--- config.mk ---
export PLATFORM = sky130hd
export DESIGN_NAME = rocc_cmd_queue
export DESIGN_NICKNAME = d
export VERILOG_FILES = /design/src/rtl/rocc_cmd_queue.sv
export SDC_FILE = /design/constraint.sdc
export NUM_CORES = 1
export LEC_CHECK = 0
export BUFFER_PORTS_ARGS = -buffer_cell sky130_fd_sc_hd__buf_4
export CAP_MARGIN = 20
export CORE_MARGIN = 3
export CORE_UTILIZATION = 40
export DETAILED_ROUTE_END_ITERATION = 6
export PLACE_DENSITY = 0.61
export SLEW_MARGIN = 10
export SYNTH_ARGS = -nofsm -noshare
export SYNTH_HDL_FRONTEND = slang
export SYNTH_SLANG_ARGS = --single-unit
--- constraint.sdc ---
create_clock -name clk_i -period 2.72 [get_ports clk_i]
set_input_delay 0.272 -clock clk_i [delete_from_list [all_inputs] [get_ports clk_i]]
set_output_delay 0.272 -clock clk_i [all_outputs]
set_load 0.01 [all_outputs]
--- src/rtl/rocc_cmd_queue.sv ---
// RoCC-style command queue: buffers issued commands in a FIFO, tags them toward
// the accelerator and routes tagged responses back to scoreboard writeback.
module rocc_cmd_queue #(
  parameter  int XLEN          = 64,
  parameter  int DEPTH         = 4,
  parameter  int NTAGS         = 4,
  parameter  int TRANS_ID_BITS = 3,
  localparam int TAG_W         = $clog2(NTAGS)
) (
  input  logic                     clk_i,
  input  logic                     rst_ni,
  input  logic                     flush_i,
  // issue side
  input  logic                     rocc_valid_i,
  output logic                     rocc_ready_o,
  input  logic [XLEN-1:0]          operand_a_i,
  input  logic [XLEN-1:0]          operand_b_i,
  input  logic [31:0]              instr_i,
  input  logic [TRANS_ID_BITS-1:0] trans_id_i,
  // accelerator command
  output logic                     cmd_valid_o,
  input  logic                     cmd_ready_i,
  output logic [XLEN-1:0]          cmd_rs1_o,
  output logic [XLEN-1:0]          cmd_rs2_o,
  output logic [31:0]              cmd_instr_o,
  output logic [TAG_W-1:0]         cmd_tag_o,
  // accelerator response
  input  logic                     resp_valid_i,
  output logic                     resp_ready_o,
  input  logic [TAG_W-1:0]         resp_tag_i,
  input  logic [XLEN-1:0]          resp_data_i,
  // writeback
  output logic                     result_valid_o,
  output logic [XLEN-1:0]          result_o,
  output logic [TRANS_ID_BITS-1:0] trans_id_o,
  output logic                     exception_valid_o
);

  localparam int PTR_W = $clog2(DEPTH);
  localparam int CNT_W = PTR_W + 1;

  logic [XLEN-1:0]          rs1_q   [DEPTH];
  logic [XLEN-1:0]          rs2_q   [DEPTH];
  logic [31:0]              instr_q [DEPTH];
  logic [TRANS_ID_BITS-1:0] tid_q   [DEPTH];
  logic [PTR_W-1:0]         wr_ptr_q, rd_ptr_q;
  logic [CNT_W-1:0]         count_q;

  logic [NTAGS-1:0]         alloc_q, alloc_d;
  logic [NTAGS-1:0]         killed_q, killed_d;
  logic [TRANS_ID_BITS-1:0] tag_tid_q [NTAGS];

  logic             fifo_full, fifo_empty;
  logic             push, pop;
  logic             any_free;
  logic [TAG_W-1:0] free_tag;
  logic             resp_alloc, resp_killed;

  assign fifo_full  = (count_q == CNT_W'(DEPTH));
  assign fifo_empty = (count_q == '0);

  assign rocc_ready_o = !fifo_full && !flush_i;
  assign push         = rocc_valid_i && rocc_ready_o;

  assign cmd_valid_o = !fifo_empty && any_free && !flush_i;
  assign pop         = cmd_valid_o && cmd_ready_i;
  assign cmd_rs1_o   = rs1_q[rd_ptr_q];
  assign cmd_rs2_o   = rs2_q[rd_ptr_q];
  assign cmd_instr_o = instr_q[rd_ptr_q];
  assign cmd_tag_o   = free_tag;

  assign resp_ready_o = 1'b1;
  assign resp_alloc   = alloc_q[resp_tag_i];
  assign resp_killed  = killed_q[resp_tag_i];

  // Scanning downward leaves the lowest free index as the final winner.
  always_comb begin
    // NOTE: every combinational output gets a default first, so no path leaves it unassigned and no latch is inferred.
    any_free = 1'b0;
    free_tag = '0;
    for (int i = NTAGS - 1; i >= 0; i--) begin
      if (!alloc_q[i]) begin
        any_free = 1'b1;
        free_tag = TAG_W'(i);
      end
    end
  end

  // A response frees its tag before a flush kills whatever is still outstanding,
  // so a response landing in the flush cycle is forwarded and not re-killed.
  always_comb begin
    alloc_d  = alloc_q;
    killed_d = killed_q;
    if (resp_valid_i && resp_alloc) begin
      alloc_d[resp_tag_i]  = 1'b0;
      killed_d[resp_tag_i] = 1'b0;
    end
    if (pop) alloc_d[free_tag] = 1'b1;
    if (flush_i) killed_d = alloc_d;
  end

  always_ff @(posedge clk_i or negedge rst_ni) begin
    if (!rst_ni) begin
      wr_ptr_q <= '0;
      rd_ptr_q <= '0;
      count_q  <= '0;
      // NOTE: the payload storage is reset too, so the command outputs read 0 after reset instead of X.
      for (int i = 0; i < DEPTH; i++) begin
        rs1_q[i]   <= '0;
        rs2_q[i]   <= '0;
        instr_q[i] <= '0;
        tid_q[i]   <= '0;
      end
    end else if (flush_i) begin
      wr_ptr_q <= '0;
      rd_ptr_q <= '0;
      count_q  <= '0;
    end else begin
      // NOTE: sequential state uses non-blocking assignments so every register samples pre-edge values.
      if (push) begin
        rs1_q[wr_ptr_q]   <= operand_a_i;
        rs2_q[wr_ptr_q]   <= operand_b_i;
        instr_q[wr_ptr_q] <= instr_i;
        tid_q[wr_ptr_q]   <= trans_id_i;
        wr_ptr_q          <= wr_ptr_q + 1'b1;
      end
      if (pop) rd_ptr_q <= rd_ptr_q + 1'b1;
      count_q <= count_q + CNT_W'(push) - CNT_W'(pop);
    end
  end

  always_ff @(posedge clk_i or negedge rst_ni) begin
    if (!rst_ni) begin
      alloc_q  <= '0;
      killed_q <= '0;
      for (int i = 0; i < NTAGS; i++) tag_tid_q[i] <= '0;
    end else begin
      alloc_q  <= alloc_d;
      killed_q <= killed_d;
      if (pop) tag_tid_q[free_tag] <= tid_q[rd_ptr_q];
    end
  end

  always_ff @(posedge clk_i or negedge rst_ni) begin
    if (!rst_ni) begin
      result_valid_o    <= 1'b0;
      result_o          <= '0;
      trans_id_o        <= '0;
      exception_valid_o <= 1'b0;
    end else begin
      result_valid_o    <= resp_valid_i && resp_alloc && !resp_killed;
      exception_valid_o <= resp_valid_i && !resp_alloc;
      if (resp_valid_i && resp_alloc && !resp_killed) begin
        result_o   <= resp_data_i;
        trans_id_o <= tag_tid_q[resp_tag_i];
      end
    end
  end

endmodule

==> flow_metrics.env, run 1 <==
export IMPL_grt_busiest_layer="met2"
export IMPL_drt_total_wl_mm=79.4
export IMPL_first_pass_iters=4
export IMPL_use_met2_pct=32.9
export IMPL_run_status="complete, no violations"
export IMPL_avgSynthCellArea_um2=17.5
export IMPL_cts_root_buf="clkbuf_16"
export IMPL_cp_data_required_time_ps=2450
export IMPL_layout_commonest_cell="dfrtp_1"
export IMPL_min_path_type="in2async"
export IMPL_drive_gt1_share_pct=58.3
export IMPL_antenna_found_initial=8
export IMPL_ys_async_sr_fraction_pct=100
export IMPL_dp_hpwl_mm=51.6
export IMPL_yosysWarnings=0
export IMPL_gp_congestion=0.766
export IMPL_setup_tns_final_ps=0
export IMPL_max_freq_mhz=389
export IMPL_placed_area_um2=37200
export IMPL_die_w_um=290
export IMPL_synthToLayoutAreaGrowth_pct=32.1
export IMPL_cp_max_fo=53
export IMPL_critPathLaunchType="register"
export IMPL_reg2regPathDepth=10
export IMPL_grt_pass1_wl_mm=124
export IMPL_vdd_drop_max_mv=0.666
export IMPL_synth_fp_nets=2085
export IMPL_rows=103
export IMPL_fin_area_um2=42500
export IMPL_powerDensity_nw_per_um2=1090
export IMPL_crit_type="reg2out"
export IMPL_mostFrequentLayoutCells="dfrtp_1 (746), mux2_2 (620), buf_4 (488), dlygate4sd3_1 (235), mux4_2 (166)"
export IMPL_ys_ff_latch=748
export IMPL_setup_viol=0
export IMPL_crit_arrival_ps=2300
export IMPL_p_leak_nw=19.2
export IMPL_grt_pass1_vias=21600
export IMPL_wire_per_inst_um=21.5
export IMPL_antenna_left=0
export IMPL_cts_made_buffers=85
export IMPL_cp_end_kind="output pin"
export IMPL_vias=19000
export IMPL_io_buffer_count=467
export IMPL_synth_seq_area_share_pct=58.1
export IMPL_netlist_area_um2=32200
export IMPL_grt_max_degree=136
export IMPL_clock_sinks=748
export IMPL_synthCells=1843
export IMPL_dieArea_um2=83900
export IMPL_grt_overflow=0
export IMPL_fin_worst_skew_ps=29.0
export IMPL_worstSkewPairLatency_ps=620
export IMPL_die_h_um=290
export IMPL_yosysUniqueCellTypes=38
export IMPL_cts_path_max_buffers=3
export IMPL_clkSlewWorstSetupHoldPaths_ps=60
export IMPL_initial_core_util_pct=40.6
export IMPL_htree_levels=3
export IMPL_drt_initial_drc_count=628
export IMPL_grtUsageTotal_pct=18.9
export IMPL_ioPinCount=469
export IMPL_met1_usage_pct=23.4
export IMPL_tightest_slew_ps=776
export IMPL_period_share_pct=94.5
export IMPL_relSlewSlack_pct=48.3
export IMPL_synth_edf_count=0
export IMPL_met3_usage_pct=4.45
export IMPL_drc_errors=0
export IMPL_fin_crit_ps=2570
export IMPL_fin_nets=2812
export IMPL_viasPerCell=5.16
export IMPL_cts_tree="yes"
export IMPL_hold_viol=0
export IMPL_rsz0062_at_grt="no"
export IMPL_coreArea_um2=79400
export IMPL_final_max_slew_violation_count=0
export IMPL_drv_cap=0
export IMPL_synth_flop_cell="dfrtp_1"
-- power breakdown --
part	internal [mW]	leakage (nW)	switching [mW]
Combinational	9.75	8.37	5.96
Clock	7.18	1.48	4.65
Sequential	16.4	9.31	2.62
-- worst max-delay path, cell delays in order, from the launching register on --
cell and delay, ps:
dfrtp_4 470, buf_16 330, mux4_2 600, buf_4 170
-- path summary, 6_finish.rpt --
check / slack (ps) / from / to
max: 150 / rd_ptr_q[0]$_DFFE_PN0P_ / cmd_instr_o[30]
min: 110 / rst_ni / rs1_q[224]$_DFFE_PN0P_
max reg2reg: 340 / alloc_q[3]$_DFF_PN0_ / count_q[2]$_DFF_PN0_
min reg2reg: 490 / rs2_q[238]$_DFFE_PN0P_ / rs2_q[238]$_DFFE_PN0P_
max in group asynchronous: 1550 / rst_ni / instr_q[39]$_DFFE_PN0P_
min in group clk_i: 120 / cmd_ready_i / alloc_q[0]$_DFF_PN0_
-- synth_stat cells (all sizes together), types with 2 or more instances --
library cell | instances | area [um2]
a21oi | 5 | 25.0
xnor2 | 3 | 26.3
mux2i | 6 | 60.1
mux2 | 732 | 8510
clkbuf | 16 | 60.1
nor2b | 3 | 18.8
nor2 | 11 | 41.3
nor3b | 2 | 15.0
ha | 6 | 75.1
nand2b | 4 | 25.0
buf | 102 | 641
o31ai | 2 | 15.0
nand2 | 10 | 45.1
a21o | 2 | 15.0
nor3 | 4 | 20.0
dfrtp | 748 | 18700
mux4 | 166 | 3740
inv | 7 | 26.3
-- layer usage --
metal / vias to the layer above / wire, um
met5: - / 41
met4: 6 / 2110
met3: 132 / 4290
met2: 407 / 40600
met1: 10200 / 32300
li1: 8329 / -
-- state kept, by name (all words and copies together), names as in the netlist --
register and cells:
alloc_q 4, count_q 3, exception_valid_o 1, instr_q 128
killed_q 4, rd_ptr_q 2, result_o 64, result_valid_o 1
rs1_q 256, rs2_q 256, tag_tid_q 12, tid_q 12
trans_id_o 3, wr_ptr_q 2
-- per-stage QoR --
stage | setup slack (ps) | hold WS [ps] | power (mW) | utilization [%] | instances
floorplan | 453 | -23.6 | 28.0 | - | 1843
detailed placement | 345 | 145 | 34.8 | 46.9 | 3298
finish | 150 | 109 | 46.5 | 53.6 | 3688
CTS | -57.5 | 62.7 | 47.2 | 53.5 | 3683
global route | 11.5 | 101 | 49.2 | 53.6 | 3687
global placement | 403 | 144 | 33.9 | 46.9 | 3298
-- final cells by class --
type / count / area (um2)
fillers: 6417 / 36800
flip-flops and latches: 748 / 18700
multi-input cells: 970 / 12800
repair buffers: 758 / 6690
clock buffers: 112 / 2470
well taps: 1050 / 1310
clock inverters: 38 / 490
inverters: 7 / 26.3
diodes: 5 / 12.5
-- kinds of logic (layout without fill, tap and decap cells) --
family | count (synthesis) | after routing | share of synthesized area [%]
buffers and inverters | 125 | 915 | 2.26
muxes | 904 | 904 | 38.2
DFF | 748 | 748 | 58.1
adders and majority gates | 7 | 7 | 0.295
AOI/OAI and AO/OA | 15 | 15 | 0.334
xor gates and xnor gates | 4 | 4 | 0.109
other | 1 | 6 | 0.0116
and+or+nand+nor | 39 | 39 | 0.645
-- timing repair --
| action | CTS | global route |
|---|---|---|
| hold endpoints to repair | 993 | 0 |
| endpoints found under the setup margin | 43 | 51 |
| buffers inserted | 0 | 0 |
| resized for setup | 0 | 6 |
| hold buffers | 235 | 0 |
No activity file was read; power rests on OpenSTA's default activity.
==> inputs of run 2 (changes only) <==
Settings changed: CTS_BUF_LIST set to sky130_fd_sc_hd__clkbuf_8.
==> flow_metrics.env, run 2 (synthesized netlist as in run 1, its figures left out) <==
export IMPL_use_met2_pct=33.4
export IMPL_first_pass_iters=4
export IMPL_fin_worst_skew_ps=39.0
export IMPL_cp_end_kind="output pin"
export IMPL_met3_usage_pct=5.32
export IMPL_rsz0062_at_grt="yes"
export IMPL_cts_tree="yes"
export IMPL_mostFrequentLayoutCells="dfrtp_1 (746), mux2_2 (620), buf_4 (441), dlygate4sd3_1 (238), clkbuf_8 (170)"
export IMPL_grt_pass1_vias=22100
export IMPL_htree_levels=4
export IMPL_crit_arrival_ps=2300
export IMPL_max_freq_mhz=388
export IMPL_coreArea_um2=79400
export IMPL_ioPinCount=469
export IMPL_cts_made_buffers=135
export IMPL_grt_overflow=0
export IMPL_powerDensity_nw_per_um2=1070
export IMPL_critPathLaunchType="register"
export IMPL_run_status="complete, no violations"
export IMPL_drt_total_wl_mm=81.4
export IMPL_antenna_left=0
export IMPL_grt_max_degree=136
export IMPL_setup_viol=0
export IMPL_power_switching_mw=13.6
export IMPL_layout_commonest_cell="dfrtp_1"
export IMPL_grtUsageTotal_pct=19.3
export IMPL_reg2regPathDepth=10
export IMPL_vias=19400
export IMPL_grt_pass1_wl_mm=126
export IMPL_cts_path_max_buffers=3
export IMPL_relSlewSlack_pct=40.1
export IMPL_placed_area_um2=37200
export IMPL_period_share_pct=94.7
export IMPL_io_buffer_count=467
export IMPL_dieArea_um2=83900
export IMPL_top_regs="rs1_q: 256 flops, rs2_q: 256 flops, instr_q: 128 flops"
export IMPL_die_h_um=290
export IMPL_clock_sinks=748
export IMPL_worstSkewPairLatency_ps=760
export IMPL_power_frac_comb_pct=35.6
export IMPL_drive_gt1_share_pct=58.4
export IMPL_p_clk_share_pct=23.0
export IMPL_fin_crit_ps=2580
export IMPL_sw_frac_of_total_pct=29.6
export IMPL_hold_viol=0
export IMPL_drc_errors=0
export IMPL_initial_core_util_pct=40.6
export IMPL_power_internal_mw=32.3
export IMPL_clkSlewWorstSetupHoldPaths_ps=50
export IMPL_vdd_drop_max_mv=0.662
export IMPL_die_w_um=290
export IMPL_holdWs_ps=164
export IMPL_p_leak_nw=19.4
export IMPL_grt_busiest_layer="met2"
export IMPL_fin_nets=2874
export IMPL_tightest_slew_ps=896
export IMPL_drt_initial_drc_count=694
export IMPL_min_path_type="in2async"
export IMPL_viasPerCell=5.12
export IMPL_antenna_found_initial=10
export IMPL_drv_cap=0
export IMPL_synthToLayoutAreaGrowth_pct=32.8
export IMPL_dp_hpwl_mm=51.6
export IMPL_rows=103
export IMPL_wire_per_inst_um=21.5
export IMPL_seq_power_share_pct=41.5
export IMPL_final_max_slew_violation_count=0
export IMPL_cp_data_required_time_ps=2450
export IMPL_finalPower_mw=45.8
export IMPL_met1_usage_pct=23.4
export IMPL_gp_congestion=0.766
export IMPL_cp_max_fo=14
export IMPL_crit_type="reg2out"
export IMPL_cts_root_buf="clkbuf_8"
export IMPL_fin_area_um2=42800
export IMPL_utilization_pct=53.9
## run 2: cell count changes in the layout (fill, tap and decap cells not counted), moves of 4 or more
cell | previous run | this run
clkbuf_1 | 4 | 0
clkbuf_8 | 22 | 170
buf_6 | 4 | 51
bufinv_16 | 8 | 0
inv_1 | 7 | 48
clkbuf_16 | 86 | 3
clkinv_8 | 1 | 5
inv_12 | 0 | 4
buf_4 | 488 | 441
clkinv_2 | 20 | 9
## run 2: through the flow
step / worst slack (ps) / TNS, ps / std cells
floorplan: 453 / 0 / 1843
global placement: 403 / 0 / 3298
detailed placement: 345 / 0 / 3298
CTS: -88.4 / -2910 / 3773
global route: -0.0653 / -0.0653 / 3787
finish: 145 / 0 / 3788
## run 2: what timing repair did
item	CTS	global route
endpoints found under the setup margin	119	122
setup buffers	0	4
hold endpoints to repair	1364	0
gates cloned	1	4
hold buffers	238	0
gates resized for setup	64	5
## run 2: area by class of cell
class	instances	area, um2
Clock inverter	66	417
Tap cell	1050	1310
Sequential cell	748	18700
Inverter	7	26.3
Timing Repair Buffer	770	7110
Fill cell	6444	36600
Antenna cell	7	17.5
Clock buffer	170	2340
Multi-Input combinational cell	970	12800
## run 2: power by group through the flow
stage | Combinational [mW] | Sequential [mW] | Clock (mW)
after floorplan | 9.53 | 18.5 | 0
after global placement | 15.2 | 18.7 | 0
after detailed placement | 15.6 | 19.1 | 0
after CTS | 16.5 | 19.0 | 11.0
after global routing | 17.5 | 19.6 | 11.5
final | 16.3 | 19.0 | 10.5
## run 2: critical path, cell delays in order, from the launching register on
cell     delay [ps]
dfrtp_4         460
buf_12          190
buf_12          200
mux4_2          540
buf_4           160
## run 2: metal layers
metal,part of all wire (%),vias up,routed length (um)
li1,-,8487,-
met3,5.9,156,4840
met1,40,10300,32800
met2,51,465,41600
met4,2.7,6,2190
met5,0.047,-,38
## run 2: path summary, 6_finish.rpt
check	startpoint	to	slack [ps]
worst max-delay path	rd_ptr_q[0]$_DFFE_PN0P_	cmd_rs2_o[28]	140
worst min register to register	rs2_q[243]$_DFFE_PN0P_	rs2_q[243]$_DFFE_PN0P_	490
worst min-delay path	rst_ni	rs1_q[143]$_DFFE_PN0P_	160
min in group clk_i	resp_data_i[53]	result_o[53]$_DFFE_PN0P_	270
max in group asynchronous	rst_ni	tag_tid_q[0]$_DFFE_PN0P_	1240
worst max register to register	alloc_q[3]$_DFF_PN0_	count_q[2]$_DFF_PN0_	350
